**config.mk**
```make
export PLATFORM = sky130hd
export DESIGN_NAME = mem_port_arbiter_flat
export DESIGN_NICKNAME = d
export VERILOG_FILES = /design/src/rtl/mem_port_arbiter_pkg.sv /design/src/rtl/mem_port_arbiter_if.sv /design/src/rtl/mem_port_arbiter_starve_cnt.sv /design/src/rtl/mem_port_arbiter.sv /design/src/flat_wrapper.sv
export SDC_FILE = /design/constraint.sdc
export NUM_CORES = 1
export LEC_CHECK = 0
export ABC_AREA = 1
export CORE_ASPECT_RATIO = 0.9
export CORE_UTILIZATION = 40
export CTS_BUF_LIST = sky130_fd_sc_hd__clkbuf_16
export DETAILED_ROUTE_END_ITERATION = 12
export GPL_TIMING_DRIVEN = 0
export PLACE_DENSITY_LB_ADDON = 0.12
export SLEW_MARGIN = 20
export SYNTH_ARGS = -nofsm -noshare
export SYNTH_HDL_FRONTEND = slang
export SYNTH_SLANG_ARGS = --single-unit
```
**constraint.sdc**
```tcl
create_clock -name clk -period 1.89 [get_ports clk]
set_input_delay 0.2835 -clock clk [delete_from_list [all_inputs] [get_ports clk]]
set_output_delay 0.2835 -clock clk [all_outputs]
set_load 0.02 [all_outputs]
```
**src/rtl/mem_port_arbiter_pkg.sv**
```systemverilog
// Shared types and constants for the unified-memory port arbiter of the multicycle MIPS.
package mips_mem_pkg;

    typedef enum logic [1:0] {
        IDLE = 2'd0,
        BUSY = 2'd1,
        ACK  = 2'd2
    } arb_state_t;

    localparam logic OWNER_CPU = 1'b0;
    localparam logic OWNER_DBG = 1'b1;

    // Wide enough for MEM_LAT and MAX_WAIT up to 15.
    localparam int CNT_W = 4;

endpackage

```
**src/rtl/mem_port_arbiter_if.sv**
```systemverilog
// Requester and memory-side signal bundle; slave is the arbiter's view, master the environment's.
interface mem_port_arbiter_if #(
    parameter int WIDTH = 32
);

    logic             cpu_req;
    logic             cpu_we;
    logic [WIDTH-1:0] cpu_addr;
    logic [WIDTH-1:0] cpu_wd;
    logic [WIDTH-1:0] cpu_rd;
    logic             cpu_ack;

    logic             dbg_req;
    logic             dbg_we;
    logic [WIDTH-1:0] dbg_addr;
    logic [WIDTH-1:0] dbg_wd;
    logic [WIDTH-1:0] dbg_rd;
    logic             dbg_ack;

    logic             mem_en;
    logic             mem_we;
    logic [WIDTH-1:0] mem_addr;
    logic [WIDTH-1:0] mem_wd;
    logic [WIDTH-1:0] mem_rd;

    modport slave (
        input  cpu_req, cpu_we, cpu_addr, cpu_wd,
        input  dbg_req, dbg_we, dbg_addr, dbg_wd,
        input  mem_rd,
        output cpu_rd, cpu_ack, dbg_rd, dbg_ack,
        output mem_en, mem_we, mem_addr, mem_wd
    );

    modport master (
        output cpu_req, cpu_we, cpu_addr, cpu_wd,
        output dbg_req, dbg_we, dbg_addr, dbg_wd,
        output mem_rd,
        input  cpu_rd, cpu_ack, dbg_rd, dbg_ack,
        input  mem_en, mem_we, mem_addr, mem_wd
    );

endinterface

```
**src/rtl/mem_port_arbiter_starve_cnt.sv**
```systemverilog
// Saturating count of CPU grants taken while the debug port waits; at_max forces a debug grant.
module arb_starve_cnt
    import mips_mem_pkg::*;
#(
    parameter int MAX_WAIT = 4
) (
    input  logic clk,
    input  logic reset,
    input  logic inc_i,
    input  logic clr_i,
    output logic at_max_o
);

    localparam logic [CNT_W-1:0] MAX_Q = CNT_W'(MAX_WAIT);

    logic [CNT_W-1:0] cnt_q, cnt_d;

    always_comb begin
        cnt_d = cnt_q;
        if (clr_i) begin
            cnt_d = '0;
        end else if (inc_i && (cnt_q != MAX_Q)) begin
            cnt_d = cnt_q + CNT_W'(1);
        end
    end

    always_ff @(posedge clk or negedge reset) begin
        if (!reset) begin
            cnt_q <= '0;
        end else begin
            cnt_q <= cnt_d;
        end
    end

    assign at_max_o = (cnt_q == MAX_Q);

endmodule

```
**src/rtl/mem_port_arbiter.sv**
```systemverilog
// Two-port arbiter in front of the fixed-latency unified memory: CPU has priority,
// the starvation counter guarantees the debug/loader port eventually gets a slot.
module mem_port_arbiter
    import mips_mem_pkg::*;
#(
    parameter int WIDTH    = 32,
    parameter int MEM_LAT  = 1,
    parameter int MAX_WAIT = 4
) (
    input logic               clk,
    input logic               reset,
    mem_port_arbiter_if.slave bus
);

    localparam logic [CNT_W-1:0] LAT_INIT = CNT_W'(MEM_LAT);

    arb_state_t       state_q, state_d;
    logic             owner_q, owner_d;
    logic             we_q, we_d;
    logic [CNT_W-1:0] lat_q, lat_d;
    logic             mem_en_q, mem_en_d;
    logic             mem_we_q, mem_we_d;
    logic [WIDTH-1:0] addr_q, addr_d;
    logic [WIDTH-1:0] wd_q, wd_d;
    logic [WIDTH-1:0] cpu_rd_q, cpu_rd_d;
    logic [WIDTH-1:0] dbg_rd_q, dbg_rd_d;
    logic             cpu_ack_q, cpu_ack_d;
    logic             dbg_ack_q, dbg_ack_d;

    logic any_req, dbg_wins, sel_we;
    logic cnt_inc, cnt_clr, at_max;

    assign any_req  = bus.cpu_req | bus.dbg_req;
    assign dbg_wins = bus.dbg_req & (~bus.cpu_req | at_max);
    assign sel_we   = dbg_wins ? bus.dbg_we : bus.cpu_we;

    arb_starve_cnt #(
        .MAX_WAIT(MAX_WAIT)
    ) u_starve (
        .clk     (clk),
        .reset   (reset),
        .inc_i   (cnt_inc),
        .clr_i   (cnt_clr),
        .at_max_o(at_max)
    );

    always_comb begin
        state_d   = state_q;
        owner_d   = owner_q;
        we_d      = we_q;
        lat_d     = lat_q;
        mem_en_d  = mem_en_q;
        mem_we_d  = mem_we_q;
        addr_d    = addr_q;
        wd_d      = wd_q;
        cpu_rd_d  = cpu_rd_q;
        dbg_rd_d  = dbg_rd_q;
        cpu_ack_d = 1'b0;
        dbg_ack_d = 1'b0;
        cnt_inc   = 1'b0;
        cnt_clr   = 1'b0;

        case (state_q)
            IDLE: begin
                // Starvation count only moves on arbitration edges.
                cnt_clr = ~bus.dbg_req | dbg_wins;
                cnt_inc = bus.cpu_req & bus.dbg_req & ~dbg_wins;
                if (any_req) begin
                    owner_d  = dbg_wins ? OWNER_DBG : OWNER_CPU;
                    we_d     = sel_we;
                    addr_d   = dbg_wins ? bus.dbg_addr : bus.cpu_addr;
                    wd_d     = dbg_wins ? bus.dbg_wd : bus.cpu_wd;
                    lat_d    = LAT_INIT;
                    mem_en_d = 1'b1;
                    mem_we_d = sel_we;
                    state_d  = BUSY;
                end
            end
            BUSY: begin
                lat_d = lat_q - CNT_W'(1);
                if (lat_q == CNT_W'(1)) begin
                    state_d  = ACK;
                    mem_en_d = 1'b0;
                    mem_we_d = 1'b0;
                    if (owner_q == OWNER_CPU) begin
                        cpu_ack_d = 1'b1;
                        if (!we_q) cpu_rd_d = bus.mem_rd;
                    end else begin
                        dbg_ack_d = 1'b1;
                        if (!we_q) dbg_rd_d = bus.mem_rd;
                    end
                end
            end
            ACK: begin
                state_d = IDLE;
            end
            default: begin
                state_d  = IDLE;
                mem_en_d = 1'b0;
                mem_we_d = 1'b0;
            end
        endcase
    end

    always_ff @(posedge clk or negedge reset) begin
        if (!reset) begin
            state_q   <= IDLE;
            owner_q   <= OWNER_CPU;
            we_q      <= 1'b0;
            lat_q     <= '0;
            mem_en_q  <= 1'b0;
            mem_we_q  <= 1'b0;
            addr_q    <= '0;
            wd_q      <= '0;
            cpu_rd_q  <= '0;
            dbg_rd_q  <= '0;
            cpu_ack_q <= 1'b0;
            dbg_ack_q <= 1'b0;
        end else begin
            state_q   <= state_d;
            owner_q   <= owner_d;
            we_q      <= we_d;
            lat_q     <= lat_d;
            mem_en_q  <= mem_en_d;
            mem_we_q  <= mem_we_d;
            addr_q    <= addr_d;
            wd_q      <= wd_d;
            cpu_rd_q  <= cpu_rd_d;
            dbg_rd_q  <= dbg_rd_d;
            cpu_ack_q <= cpu_ack_d;
            dbg_ack_q <= dbg_ack_d;
        end
    end

    assign bus.mem_en   = mem_en_q;
    assign bus.mem_we   = mem_we_q;
    assign bus.mem_addr = addr_q;
    assign bus.mem_wd   = wd_q;
    assign bus.cpu_rd   = cpu_rd_q;
    assign bus.cpu_ack  = cpu_ack_q;
    assign bus.dbg_rd   = dbg_rd_q;
    assign bus.dbg_ack  = dbg_ack_q;

endmodule

```
**src/flat_wrapper.sv**
```systemverilog
// flat-port wrapper written by rule: the top's interface ports become plain ports
module mem_port_arbiter_flat import mips_mem_pkg::*;
#(
    parameter int WIDTH    = 32,
    parameter int MEM_LAT  = 1,
    parameter int MAX_WAIT = 4
)
  (clk, reset, bus_cpu_req, bus_cpu_we, bus_cpu_addr, bus_cpu_wd, bus_dbg_req, bus_dbg_we, bus_dbg_addr, bus_dbg_wd, bus_mem_rd, bus_cpu_rd, bus_cpu_ack, bus_dbg_rd, bus_dbg_ack, bus_mem_en, bus_mem_we, bus_mem_addr, bus_mem_wd);
  mem_port_arbiter_if #(.WIDTH(WIDTH)) bus_i ();
  input logic clk;
  input logic reset;
  input wire logic [$bits(bus_i.cpu_req)-1:0] bus_cpu_req;
  input wire logic [$bits(bus_i.cpu_we)-1:0] bus_cpu_we;
  input wire logic [$bits(bus_i.cpu_addr)-1:0] bus_cpu_addr;
  input wire logic [$bits(bus_i.cpu_wd)-1:0] bus_cpu_wd;
  input wire logic [$bits(bus_i.dbg_req)-1:0] bus_dbg_req;
  input wire logic [$bits(bus_i.dbg_we)-1:0] bus_dbg_we;
  input wire logic [$bits(bus_i.dbg_addr)-1:0] bus_dbg_addr;
  input wire logic [$bits(bus_i.dbg_wd)-1:0] bus_dbg_wd;
  input wire logic [$bits(bus_i.mem_rd)-1:0] bus_mem_rd;
  output wire logic [$bits(bus_i.cpu_rd)-1:0] bus_cpu_rd;
  output wire logic [$bits(bus_i.cpu_ack)-1:0] bus_cpu_ack;
  output wire logic [$bits(bus_i.dbg_rd)-1:0] bus_dbg_rd;
  output wire logic [$bits(bus_i.dbg_ack)-1:0] bus_dbg_ack;
  output wire logic [$bits(bus_i.mem_en)-1:0] bus_mem_en;
  output wire logic [$bits(bus_i.mem_we)-1:0] bus_mem_we;
  output wire logic [$bits(bus_i.mem_addr)-1:0] bus_mem_addr;
  output wire logic [$bits(bus_i.mem_wd)-1:0] bus_mem_wd;
  assign bus_i.cpu_req = bus_cpu_req;
  assign bus_i.cpu_we = bus_cpu_we;
  assign bus_i.cpu_addr = bus_cpu_addr;
  assign bus_i.cpu_wd = bus_cpu_wd;
  assign bus_i.dbg_req = bus_dbg_req;
  assign bus_i.dbg_we = bus_dbg_we;
  assign bus_i.dbg_addr = bus_dbg_addr;
  assign bus_i.dbg_wd = bus_dbg_wd;
  assign bus_i.mem_rd = bus_mem_rd;
  assign bus_cpu_rd = bus_i.cpu_rd;
  assign bus_cpu_ack = bus_i.cpu_ack;
  assign bus_dbg_rd = bus_i.dbg_rd;
  assign bus_dbg_ack = bus_i.dbg_ack;
  assign bus_mem_en = bus_i.mem_en;
  assign bus_mem_we = bus_i.mem_we;
  assign bus_mem_addr = bus_i.mem_addr;
  assign bus_mem_wd = bus_i.mem_wd;
  mem_port_arbiter #(.WIDTH(WIDTH), .MEM_LAT(MEM_LAT), .MAX_WAIT(MAX_WAIT)) u_core (.clk(clk), .reset(reset), .bus(bus_i));
endmodule
```
==> flow_summary.json <==
{
  "synth_largest_area_cell": "dfrtp_1",
  "cellPowerDensity_nw_per_um2": 1660,
  "antenna_cells": 0,
  "clock_latency_ns": 0.42,
  "setup_viol": 0,
  "numPortBuffers": 296,
  "drive_gt1_frac": 0.0935,
  "cts_max_level": 4,
  "synth.area.top_cells": "dfrtp_1 52%, nand2_1 15%, nand3_1 9.7%, inv_1 9.5%, o21ai_2 3.9%",
  "cts_buffer_depth": 2,
  "slew_headroom": 0.613,
  "ys_warn_count": 0,
  "cts_buffers": 17,
  "grt_first_pass_wirelength_mm": 33.6,
  "drt_iter0_drc": 225,
  "die-area_um2": 17800,
  "syn_inst": 879,
  "grt.total_usage": 0.244,
  "hold_viol_final": 0,
  "coreArea_um2": 16900,
  "period_share": 0.915,
  "syn_to_final_growth_pct": 56.9,
  "rows": 45,
  "post_cts_buffers": 0,
  "placedCellCount": 1387,
  "synth.most_common_cell": "nand2_1",
  "antenna_found_initial": 0,
  "synthArstFlopShare": 1.00,
  "worst_pin_slew_ns": 0.581,
  "post-route-min-period_ns": 1.73,
  "fin_hold_ws_ns": 0.375,
  "grt_pass1_vias": 6647,
  "initial_core_util": 0.410,
  "postRouteAntennaNets": 0,
  "clock-sinks": 144,
  "drc": 0,
  "io_pins": 298,
  "dr.pass1.iters": 5,
  "synth_nets": 1049,
  "grt-ovfl-total": 0,
  "grt_max_degree": 75,
  "critPathKind": "reg2reg",
  "synth_area_per_cell_um2": 7.88,
  "maxSlewViolCount": 0,
  "ir_drop_v": 0.000856,
  "synth_top_area_frac": 0.520,
  "cts_tree": "built",
  "drt_wl_total_mm": 20.9,
  "cts-root-buf": "clkbuf_16",
  "fin_skew_ns": 0.00945,
  "synth_cell_types": 24,
  "die_w_um": 141,
  "synth_flop_cell": "dfrtp_1",
  "hold-path-cell-count": 4,
  "fin_util": 0.643,
  "fin_nets": 1366,
  "hold_path_end": "u_core.lat_q[2]$_DFFE_PN0P_",
  "synth_seq_cells": 144,
  "fmaxAchievable_mhz": 578,
  "leakagePower_nw": 5.65,
  "wl_per_cell_um": 14.7,
  "r2r_setup_slack_ns": 0.16,
  "final_cells": 1420,
  "clk_pin_slew_ns": 0.06,
  "hpwl_mm": 15.4,
  "holdCritStartpoint": "bus_dbg_req",
  "gp_congestion": 0.814,
  "yosys-top-cells-count": "280 x nand2_1, 176 x inv_1, 144 x dfrtp_1, 134 x nand3_1, 35 x o21ai_1",
  "rr_startpoint": "u_core.lat_q[1]$_DFFE_PN0P_",
  "die_h_um": 127,
  "worstPathArrival_ns": 2.02,
  "rsz0062_at_grt": "yes",
  "worst-r2r-cell-count": 8,
  "synth.cell_area_um2": 6920,
  "seq_area_frac_synth": 0.520,
  "crit_path_start_kind": "flop",
  "r2r_end": "u_core.bus.cpu_rd[20]$_DFFE_PN0P_",
  "synth_edf_count": 0,
  "via_per_inst": 4.65,
  "route.vias.total": 6601,
  "cap_violations": 0,
  "cp_data_required_time_ns": 2.18,
  "endpoint_kind": "flop",
  "outcome": "finished, final reports clean",
  "min_path_type": "in2reg",
  "path_max_fanout": 10
}
-- critical path, cell delays in order (launching register included) --
cell	delay, ns
dfrtp_1	0.36
inv_1	0.14
ha_1	0.19
nand3_2	0.11
inv_1	0.16
nand3_2	0.22
buf_2	0.27
nand2_1	0.08
o21ai_1	0.08
-- sequential cells by signal, indices dropped and copies added, names as in the netlist --
signal and flops:
u_core.bus.cpu_ack 1, u_core.bus.cpu_rd 32, u_core.bus.dbg_ack 1, u_core.bus.dbg_rd 32, u_core.bus.mem_addr 32, u_core.bus.mem_en 1
u_core.bus.mem_wd 32, u_core.bus.mem_we 1, u_core.lat_q 4, u_core.owner_q 1, u_core.state_q 2, u_core.u_starve.cnt_q 4
u_core.we_q 1
-- logic make-up after synthesis --
family	share of synthesized area
DFF	0.520
buffers and inverters	0.137
adders and majority gates	0.00723
AOI/OAI and AO/OA	0.0701
xor gates and xnor gates	0.00253
and+or+nand+nor	0.263
-- how the worst max path moves through the flow --
stage | from | depth (start not counted) | to | slack, ns
final | u_core.lat_q[1]$_DFFE_PN0P_ | 8 | u_core.bus.cpu_rd[20]$_DFFE_PN0P_ | 0.16
after global routing | u_core.u_starve.cnt_q[1]$_DFFE_PN0P_ | 9 | u_core.bus.mem_addr[21]$_DFFE_PN0P_ | -0.007
after CTS | u_core.u_starve.cnt_q[0]$_DFFE_PN0P_ | 10 | u_core.bus.mem_addr[26]$_DFFE_PN0P_ | 0.09
after detailed placement | bus_cpu_req | 8 | u_core.bus.mem_addr[26]$_DFFE_PN0P_ | -0.03
after global placement | reset | 1 | u_core.bus.mem_wd[13]$_DFFE_PN0P_ | -5.53
after floorplan | u_core.u_starve.cnt_q[0]$_DFFE_PN0P_ | 10 | u_core.bus.mem_wd[30]$_DFFE_PN0P_ | 0.48
-- layer usage --
metal / vias to the layer above / GRT usage / share of wire
met5: - / 0 / 0
met4: 0 / 0.105 / 0.032
met3: 41 / 0.0725 / 0.072
met2: 213 / 0.400 / 0.47
met1: 3043 / 0.297 / 0.42
li1: 3304 / - / -
-- power breakdown --
group          internal (mW)  switching [mW]
Combinational           3.93            4.84
Sequential              4.61           0.850
Clock                   2.36            1.39
Total                   10.9            7.08
-- layout by cell type, fill, tap and decap left out, drive strengths merged --
cell,instances
nand4,2
clkdlybuf4s50,295
inv,184
o21ai,69
dlygate4sd3,1
xnor2,2
nand2,281
clkbuf,27
ha,4
bufinv,5
dfrtp,144
a21oi,1
nor3,2
clkinvlp,3
buf,40
clkinv,2
nor2,7
o22ai,3
nand3,137
-- area by class of cell --
type / count / area [µm²]
clock inverter: 15 / 231
multi-input combinational: 508 / 2370
tap: 211 / 264
fill: 1458 / 6030
clock buffer: 17 / 425
sequential: 144 / 3600
inverter: 179 / 672
timing repair buffer: 298 / 3010
buffer: 48 / 289
-- stage by stage --
step | TNS, ns | setup WS, ns | cell area, µm² | power (mW)
after floorplan | 0 | 0.478 | 6920 | 10.0
after CTS | 0 | 0.0886 | 10900 | 18.2
after detailed placement | -0.0905 | -0.0275 | 10200 | 14.3
after global placement | -794.54 | -5.53 | 10200 | 14.2
final | 0 | 0.160 | 10900 | 18.0
after global routing | -0.00677 | -0.00677 | 10900 | 19.1
-- repair_timing --
action	4_1_cts	5_1_grt
resized for setup	0	7
endpoints found under the hold margin	73	0
hold buffers	1	0
endpoints found under the setup margin	0	15
Power figures use the tool's default switching activity.
